[config.mk]
export PLATFORM = sky130hd
export DESIGN_NAME = uart_frame_tx
export DESIGN_NICKNAME = d
export VERILOG_FILES = /design/src/rtl/uart_frame_tx.sv
export SDC_FILE = /design/constraint.sdc
export NUM_CORES = 1
export LEC_CHECK = 0
export CAP_MARGIN = 20
export CORE_ASPECT_RATIO = 2
export CORE_UTILIZATION = 55
export DETAILED_ROUTE_END_ITERATION = 16
export DONT_BUFFER_PORTS = 1
export GPL_ROUTABILITY_DRIVEN = 0
export PLACE_DENSITY = 0.8
export SLEW_MARGIN = 20
export SYNTH_ARGS = -nofsm -noshare
export SYNTH_HDL_FRONTEND = slang
export SYNTH_SLANG_ARGS = --single-unit
[constraint.sdc]
create_clock -name clk -period 5.7 [get_ports clk]
set_input_delay 0.285 -clock clk [delete_from_list [all_inputs] [get_ports clk]]
set_output_delay 0.285 -clock clk [all_outputs]
set_load 0.1 [all_outputs]
[src/rtl/uart_frame_tx.sv]
`default_nettype none
// ============================================================================
// Module   : uart_frame_tx
// Purpose  : FIFO-buffered UART frame generator (start, data LSB first,
//            optional parity, 1 or 2 stop bits) with valid/ready input.
// Revision : 1.0 - initial release
// ============================================================================
module uart_frame_tx #(
    parameter int CLKS_PER_BIT = 864,
    parameter int DATA_BITS    = 8,
    parameter int PARITY_MODE  = 3,
    parameter int STOP_BITS    = 1,
    parameter int FIFO_DEPTH   = 4
) (
    input  logic                          clk,
    input  logic                          reset,
    input  logic [DATA_BITS-1:0]          tx_data,
    input  logic                          tx_valid,
    output logic                          tx_ready,
    output logic                          Tx_D,
    output logic                          busy,
    output logic                          frame_done,
    output logic [$clog2(FIFO_DEPTH):0]   fifo_count
);

    localparam int C_AW = $clog2(FIFO_DEPTH);
    localparam int C_CW = $clog2(CLKS_PER_BIT);
    localparam int C_BW = $clog2(DATA_BITS);

    localparam logic [C_CW-1:0] C_CYC_LAST  = C_CW'(CLKS_PER_BIT - 1);
    localparam logic [C_CW-1:0] C_CYC_PRE   = C_CW'(CLKS_PER_BIT - 2);
    localparam logic [C_BW-1:0] C_BIT_LAST  = C_BW'(DATA_BITS - 1);
    localparam logic            C_STOP_LAST = 1'(STOP_BITS - 1);
    localparam logic [C_AW:0]   C_FULL      = (C_AW + 1)'(FIFO_DEPTH);

    typedef enum logic [2:0] {
        S_IDLE   = 3'd0,
        S_START  = 3'd1,
        S_DATA   = 3'd2,
        S_PARITY = 3'd3,
        S_STOP   = 3'd4
    } state_t;

    // ------------------------------------------------------------------
    // Input FIFO
    // ------------------------------------------------------------------
    logic [DATA_BITS-1:0] mem_q [FIFO_DEPTH];
    logic [C_AW-1:0]      wr_ptr_q;
    logic [C_AW-1:0]      rd_ptr_q;
    logic [C_AW:0]        count_q;
    logic                 push;
    logic                 pop;
    logic                 empty;
    logic [DATA_BITS-1:0] head;
    logic                 head_par;

    assign tx_ready   = (count_q != C_FULL);
    assign fifo_count = count_q;
    assign empty      = (count_q == '0);
    assign push       = tx_valid && tx_ready;
    assign head       = mem_q[rd_ptr_q];
    assign head_par   = (PARITY_MODE == 1) ? (^head)  :
                        (PARITY_MODE == 2) ? ~(^head) : 1'b0;

    always_ff @(posedge clk) begin
        if (push) begin
            mem_q[wr_ptr_q] <= tx_data;
        end
    end

    always_ff @(posedge clk) begin
        if (reset) begin
            wr_ptr_q <= '0;
            rd_ptr_q <= '0;
            count_q  <= '0;
        end else begin
            if (push) wr_ptr_q <= wr_ptr_q + 1'b1;
            if (pop)  rd_ptr_q <= rd_ptr_q + 1'b1;
            case ({push, pop})
                2'b10:   count_q <= count_q + 1'b1;
                2'b01:   count_q <= count_q - 1'b1;
                default: count_q <= count_q;
            endcase
        end
    end

    // ------------------------------------------------------------------
    // Frame FSM
    // ------------------------------------------------------------------
    state_t               state_q, state_d;
    logic [DATA_BITS-1:0] shift_q, shift_d;
    logic                 par_q, par_d;
    logic [C_CW-1:0]      cyc_q, cyc_d;
    logic [C_BW-1:0]      bit_q, bit_d;
    logic                 stop_q, stop_d;
    logic                 tx_q, tx_d;
    logic                 busy_q;
    logic                 done_q, done_d;
    logic                 cyc_last;
    logic                 load;

    assign cyc_last = (cyc_q == C_CYC_LAST);

    // tx_d always carries the line level of the bit the FSM is moving into,
    // so the serial output stays a plain register with no output decode.
    always_comb begin
        state_d = state_q;
        shift_d = shift_q;
        par_d   = par_q;
        cyc_d   = cyc_last ? '0 : cyc_q + 1'b1;
        bit_d   = bit_q;
        stop_d  = stop_q;
        tx_d    = tx_q;
        done_d  = 1'b0;
        load    = 1'b0;
        pop     = 1'b0;

        case (state_q)
            S_IDLE: begin
                cyc_d = '0;
                load  = !empty;
            end
            S_START: begin
                if (cyc_last) begin
                    state_d = S_DATA;
                    tx_d    = shift_q[0];
                end
            end
            S_DATA: begin
                if (cyc_last) begin
                    if (bit_q == C_BIT_LAST) begin
                        if (PARITY_MODE != 0) begin
                            state_d = S_PARITY;
                            tx_d    = par_q;
                        end else begin
                            state_d = S_STOP;
                            stop_d  = 1'b0;
                            tx_d    = 1'b1;
                        end
                    end else begin
                        bit_d   = bit_q + 1'b1;
                        shift_d = shift_q >> 1;
                        tx_d    = shift_q[1];
                    end
                end
            end
            S_PARITY: begin
                if (cyc_last) begin
                    state_d = S_STOP;
                    stop_d  = 1'b0;
                    tx_d    = 1'b1;
                end
            end
            S_STOP: begin
                done_d = (stop_q == C_STOP_LAST) && (cyc_q == C_CYC_PRE);
                if (cyc_last) begin
                    if (stop_q == C_STOP_LAST) begin
                        state_d = S_IDLE;
                        tx_d    = 1'b1;
                        load    = !empty;
                    end else begin
                        stop_d = 1'b1;
                    end
                end
            end
            default: begin
                state_d = S_IDLE;
                tx_d    = 1'b1;
            end
        endcase

        if (load) begin
            pop     = 1'b1;
            shift_d = head;
            par_d   = head_par;
            cyc_d   = '0;
            bit_d   = '0;
            state_d = S_START;
            tx_d    = 1'b0;
        end
    end

    always_ff @(posedge clk) begin
        if (reset) begin
            state_q <= S_IDLE;
            shift_q <= '0;
            par_q   <= 1'b0;
            cyc_q   <= '0;
            bit_q   <= '0;
            stop_q  <= 1'b0;
            tx_q    <= 1'b1;
            busy_q  <= 1'b0;
            done_q  <= 1'b0;
        end else begin
            state_q <= state_d;
            shift_q <= shift_d;
            par_q   <= par_d;
            cyc_q   <= cyc_d;
            bit_q   <= bit_d;
            stop_q  <= stop_d;
            tx_q    <= tx_d;
            busy_q  <= (state_d != S_IDLE);
            done_q  <= done_d;
        end
    end

    assign Tx_D       = tx_q;
    assign busy       = busy_q;
    assign frame_done = done_q;

endmodule
`default_nettype wire

# Word-level counts from Yosys, hierarchy flattened
# Memories as Yosys holds them, arrays and structs flattened. A register that Yosys moved wholly into a read port is not among the register bits.
# Index checks and enable logic that the tools add are counted.
# word_totals
register_bits	35
ramBits	32
inputBits	11
out_inout_bits	7
word_cells	90
memories	1
# mem_list
name	words	width	read_ports	rd_ports_with_merged_regs	wr	line	source
mem_q	4	8	1	1	1	47	logic [DATA_BITS-1:0] mem_q [FIFO_DEPTH];
# classes
addsub	6
n_eq_ne	19
n_mux	33
n_bitwise	3
n_reduce_logical	17
# op_table
op	n
8-bit two-way mux	4
3-bit two-way mux	7
10-bit equality test (second input constant)	2
3-bit != test (second input constant)	6
1-bit two-way mux	15
3-bit case mux with 5 select lines	1
10-bit by 1-bit adder with 10-bit output (second input constant)	1
3-bit AND reduction	3
2-bit != test (second input constant)	4
2-bit nonzero test	4
3-bit by 1-bit adder with 3-bit output (second input constant)	2
3-bit by 2-bit equality test with 1-bit output (second input constant)	2
3-bit equality test (second input constant)	2
3-bit zero test	2
3-bit case mux with 2 select lines	1
6-bit AND reduction	1
1-bit case mux with 5 select lines	1
2-bit by 1-bit adder with 2-bit output (second input constant)	2
2-bit two-way mux	2
1-bit case mux with 2 select lines	2
2-bit OR reduction	2
4-bit OR reduction	1
3-bit by 1-bit equality test with 1-bit output (second input constant)	1
1-bit NOT	3
other kinds (6)	7

# Logic depth before layout (Yosys ltp)
# depth
ltp_word	8
ltp_mapped	11
depth_no_buf	11

# Worst setup path before layout
# OpenSTA, ideal clock, no wires.
# synth_path
path_type	reg-to-reg
start	register count_q[2] (netlist: fifo_count[2])
end	register count_q[2] (netlist: fifo_count[2])
setup_ps	70
t_arrival_ps	3428
t_required_ps	5630
path_slack_ps	2202
stages_incl_launch_ff	10
path_buffers	0
synth_period_minus_slack_ps	3498
path_cell_list	dfxtp_1 or3b_1 and2_1 inv_1 ha_1 inv_1 fa_1 xor2_1 or3_1 a21oi_1
# synth_via
word_cells_on_any_way	14
cone_classes	add/sub: 2; eq/ne: 3; mux: 5; reduce/logical: 4
# synth_lines
element	line	source
start, declared	50	logic [C_AW:0] count_q;
start signal, assigned	80	2'b10: count_q <= count_q + 1'b1;
start signal, assigned	81	2'b01: count_q <= count_q - 1'b1;
start signal, assigned	82	default: count_q <= count_q;
3-bit != test (*)	57	assign tx_ready = (count_q != C_FULL);
named net tx_ready	19	output logic tx_ready,
1-bit logical AND (*)	60	assign push = tx_valid && tx_ready;
2-bit by 1-bit equality test with 1-bit output / 2-bit equality test (equally long branches)	79	case ({push, pop})
3-bit case mux with 2 select lines / 2-bit nonzero test (equally long branches)	n/a	
# Mark *: on every way through the listed nets, which the timed path passes. The rest lies on a longest branch.
# A chain may end at the register's enable or synchronous reset.

# Worst setup path in the final report
# layout_path
start	register count_q[0] (netlist: fifo_count[0])
end	register count_q[2] (netlist: fifo_count[2])
# Same word-level chain as after synthesis.

==> summary.md <==
| Metric | Value |
|---|---|
| Synthesis-to-finish area growth | 7.348% |
| EDFF count, synth | 32 |
| Final-report max-slew violation count | 0 |
| Prevailing post-synth register cell | dfxtp_1 |
| Worst-path maximum fanout | 6 |
| Share of the synthesized area in the top cell type | 0.3153 |
| Maximum capacitance violations | 0 |
| Total Wirelength | 5441 um |
| Critical path required time | 5.97 ns |
| Seq cells post-synth | between 60 and 70 |
| Largest cells by area after synthesis | edfxtp_1 32%, dfxtp_1 24%, mux4_2 5.9%, ha_1 3.7%, xor2_1 2.3% |
| Starting Density | 0.5673 |
| Ordered list of cells on the worst path | or3b_1 > and2_1 > inv_1 > ha_1 > inv_1 > fa_1 > xor2_1 > or3_1 > a21oi_1 |
| CP most frequent cell | inv_1 |
| Starting DRC count in detailed routing | 56 |
| Area leader, netlist | edfxtp_1 |
| P_leak | 1.182 nW |
| PortBufs | 0 |
| Int Power | ~0.95 mW |
| Worst setup path endpoint | fifo_count[2] |
| Syn nets | 267 |
| Fin crit share | 0.6046 |
| Slowest cell delay on critical path | roughly 0.97 ns |
| Crit path max-delay cell type | or3b_1 |
| Clock share of power | 0.262 |
| Antenna violations before repair | 0 |
| Slew HR | 0.2884 |
| Finished Cell Area | between 0.003 and 0.004 sq mm |
| I/O pin total | 18 |
| Chip width | 54.64 um |
| Worst-margin pin slew | 1.066 ns |
| Status | finished clean |
| CTS Buffer Depth | 2 |
| Skew final | 0.008748 ns |
| Die Span Y | between 100 and 150 um |
| Final hold vios | 0 |
| Fmax | roughly 290 MHz |
| Switching Share | 0.3682 |
| Ys async rst share | 0 |
| Core box area | roughly 0.0054 sq mm |
| Clock sink count | 68 |
| DPL Wire Length | 3882 um |
| Pre-antenna DRT Iters | 4 |
| Share of cells above drive strength 1 | 0.1462 |
| Most frequent cell after synthesis | dfxtp_1 |
| Die ar. | about 0.006 sq mm |
| Setup TNS | 0 ns |
| Worst setup startpoint | fifo_count[0] |
| GR Util All Layers | 0.2238 |
| R2r setup slk | 2.25 ns |
| Post-layout nets | approximately 270 |
| Final setup fails | 0 |
| Clk_lat worst skew | 0.35 ns |
| Crit path capture type | flip-flop |
| Row count | 38 |
| First-pass GRT wire length | 8983 um |
| Critical Path Source Type | flip-flop |
| DR WL/cell | 17.38 um |
| Comb power frac | 0.248 |
| Placement-stage cell area | 0.003052 sq mm |
| Synth warn | 0 |
| DR DRC count | 0 |
| Global route overflow | 0 |
| R2r endpoint | fifo_count[2] |
| Clk pin slew, worst setup/hold paths | roughly 0.07 ns |
| Avg Inst Size Synth | roughly 12 sq um |
| Setup CP Type | reg -> reg |
| Min Tclk post-route | 3.446 ns |
| TritonCTS Buffers | 9 |
| Tot Pwr | 1.501 mW |
| Post-CTS resize count | 0 |
| Post-synthesis sequential area ratio | 0.5517 |
| Critical Path AT | 3.71 ns |
| Synth Cell Area | 0.003048 sq mm |
| Reg2reg start | fifo_count[0] |
| Post-CTS Setup Inserts | 0 |
| Hold Crit Class | in -> reg |
| Most frequent cells after synthesis | 36 x dfxtp_1, 32 x edfxtp_1, 18 x nor2_1 |
| Antenna Cells | 0 |
| RSZ-0062 raised after global routing | false |
| R2R depth | 9 |
| Largest net degree at the start of global routing | 17 |
| Worst VDD drop | ~0.00037 V |
| Via-per-instance ratio | about 6.2 |
| Vias | ~1900 |
| Cells after Synth | between 200 and 250 |
| CTS root buf | clkbuf_8 |
| H-Tree Depth | 3 |
| Seq pwr share | 0.490 |
| Psw | about 0.55 mW |
| Final ANT Viol Nets | 0 |
| Vias in the first global route | 1993 |
| PwrDens | between 400 and 500 mW/mm^2 |
| Synth cell types | 53 |
| TritonCTS clock tree | built |
-- area by class of cell --
type	instances	area, sq um
clock buffers	9	123.9
clock inverters	7	76.32
fillers	456	2101
inverters	12	46.29
multi-input cells	154	1241
flip-flops and latches	68	1682
well taps	60	75.07
repair buffers	3	27.53
-- critical path, delay by kind of cell, from the launching register on --
| kind | cells | cell delay (ns) |
|---|---|---|
| AOI/OAI and AO/OA | 1 | 0.16 |
| xor gates and xnor gates | 1 | 0.15 |
| DFF | 1 | 0.68 |
| and+or+nand+nor | 3 | 1.67 |
| buffers and inverters | 2 | 0.15 |
| adders and majority gates | 2 | 0.55 |
-- sequential cells by signal, indices dropped and copies added, names as in the netlist, named ones only --
name / flops
Tx_D: 1
bit_q: 3
busy: 1
cyc_q: 10
fifo_count: 3
frame_done: 1
mem_q: 32
rd_ptr_q: 2
shift_q: 8
state_q: 3
wr_ptr_q: 2
-- how the worst min path moves through the flow --
| stage | start | end | slack, ns | cells past startpoint |
|---|---|---|---|---|
| after floorplan | tx_data[0] | mem_q[0][0] | 0.38 | 0 |
| after global placement | reset | fifo_count[2] | 0.36 | 1 |
| after detailed placement | reset | wr_ptr_q[1] | 0.36 | 1 |
| after CTS | reset | bit_q[0] | 0.00007 | 1 |
| after global routing | reset | busy | 0.001 | 1 |
| final | reset | busy | 0.03 | 1 |
-- routing by layer --
layer | track usage | wire (um)
met3 | 0.06356 | 210
met5 | 0 | 0
met1 | 0.2131 | 1897
met4 | 0.1465 | 187
met2 | 0.3847 | 3147
-- placed cells by master, fill, tap and decap left out, drive strengths merged, types with 9 or more instances in the layout --
| master | count |
|---|---|
| nor3 | 11 |
| nor2 | 18 |
| clkbuf | 9 |
| dfxtp | 36 |
| nand2 | 11 |
| ha | 9 |
| inv | 12 |
| edfxtp | 32 |
-- power by group through the flow --
stage               Sequential (mW)  Combinational, mW  Clock, mW
floorplan                     0.727              0.316          0
global placement              0.744              0.359          0
detailed placement            0.747              0.366          0
CTS                           0.735              0.371      0.401
global route                  0.746              0.412      0.418
finish                        0.735              0.373      0.393
-- cells by family (layout without fill, tap and decap cells) --
| kind of cell | Yosys count | count (layout) | synth area share |
|---|---|---|---|
| AND/OR/NAND/NOR | 78 | 78 | 0.1502 |
| flip-flops | 68 | 68 | 0.5517 |
| AO/OA/AOI/OAI | 43 | 43 | 0.1104 |
| buffers and inverters | 24 | 31 | 0.04105 |
| XOR/XNOR | 13 | 13 | 0.03736 |
| adder cells (fa/ha/maj) | 10 | 10 | 0.04351 |
| multiplexers | 10 | 10 | 0.06568 |
-- repair_timing --
action / 4_1_cts / 5_1_grt
setup endpoints to repair: 0 / 0
endpoints found under the hold margin: 16 / 1
hold buffers: 1 / 1
-- metrics by stage --
stage               utilization  std cells  hold slack (ns)  setup WS (ns)
floorplan                     -        246           0.3839          2.202
global placement         0.5680        295           0.3585          2.361
detailed placement       0.5680        295           0.3601          2.278
CTS                      0.6071        312       0.00006706          2.250
global route             0.6090        313         0.001029          2.063
finish                   0.6090        313          0.02619          2.254
Note: power is estimated with default switching activity, not from simulation.
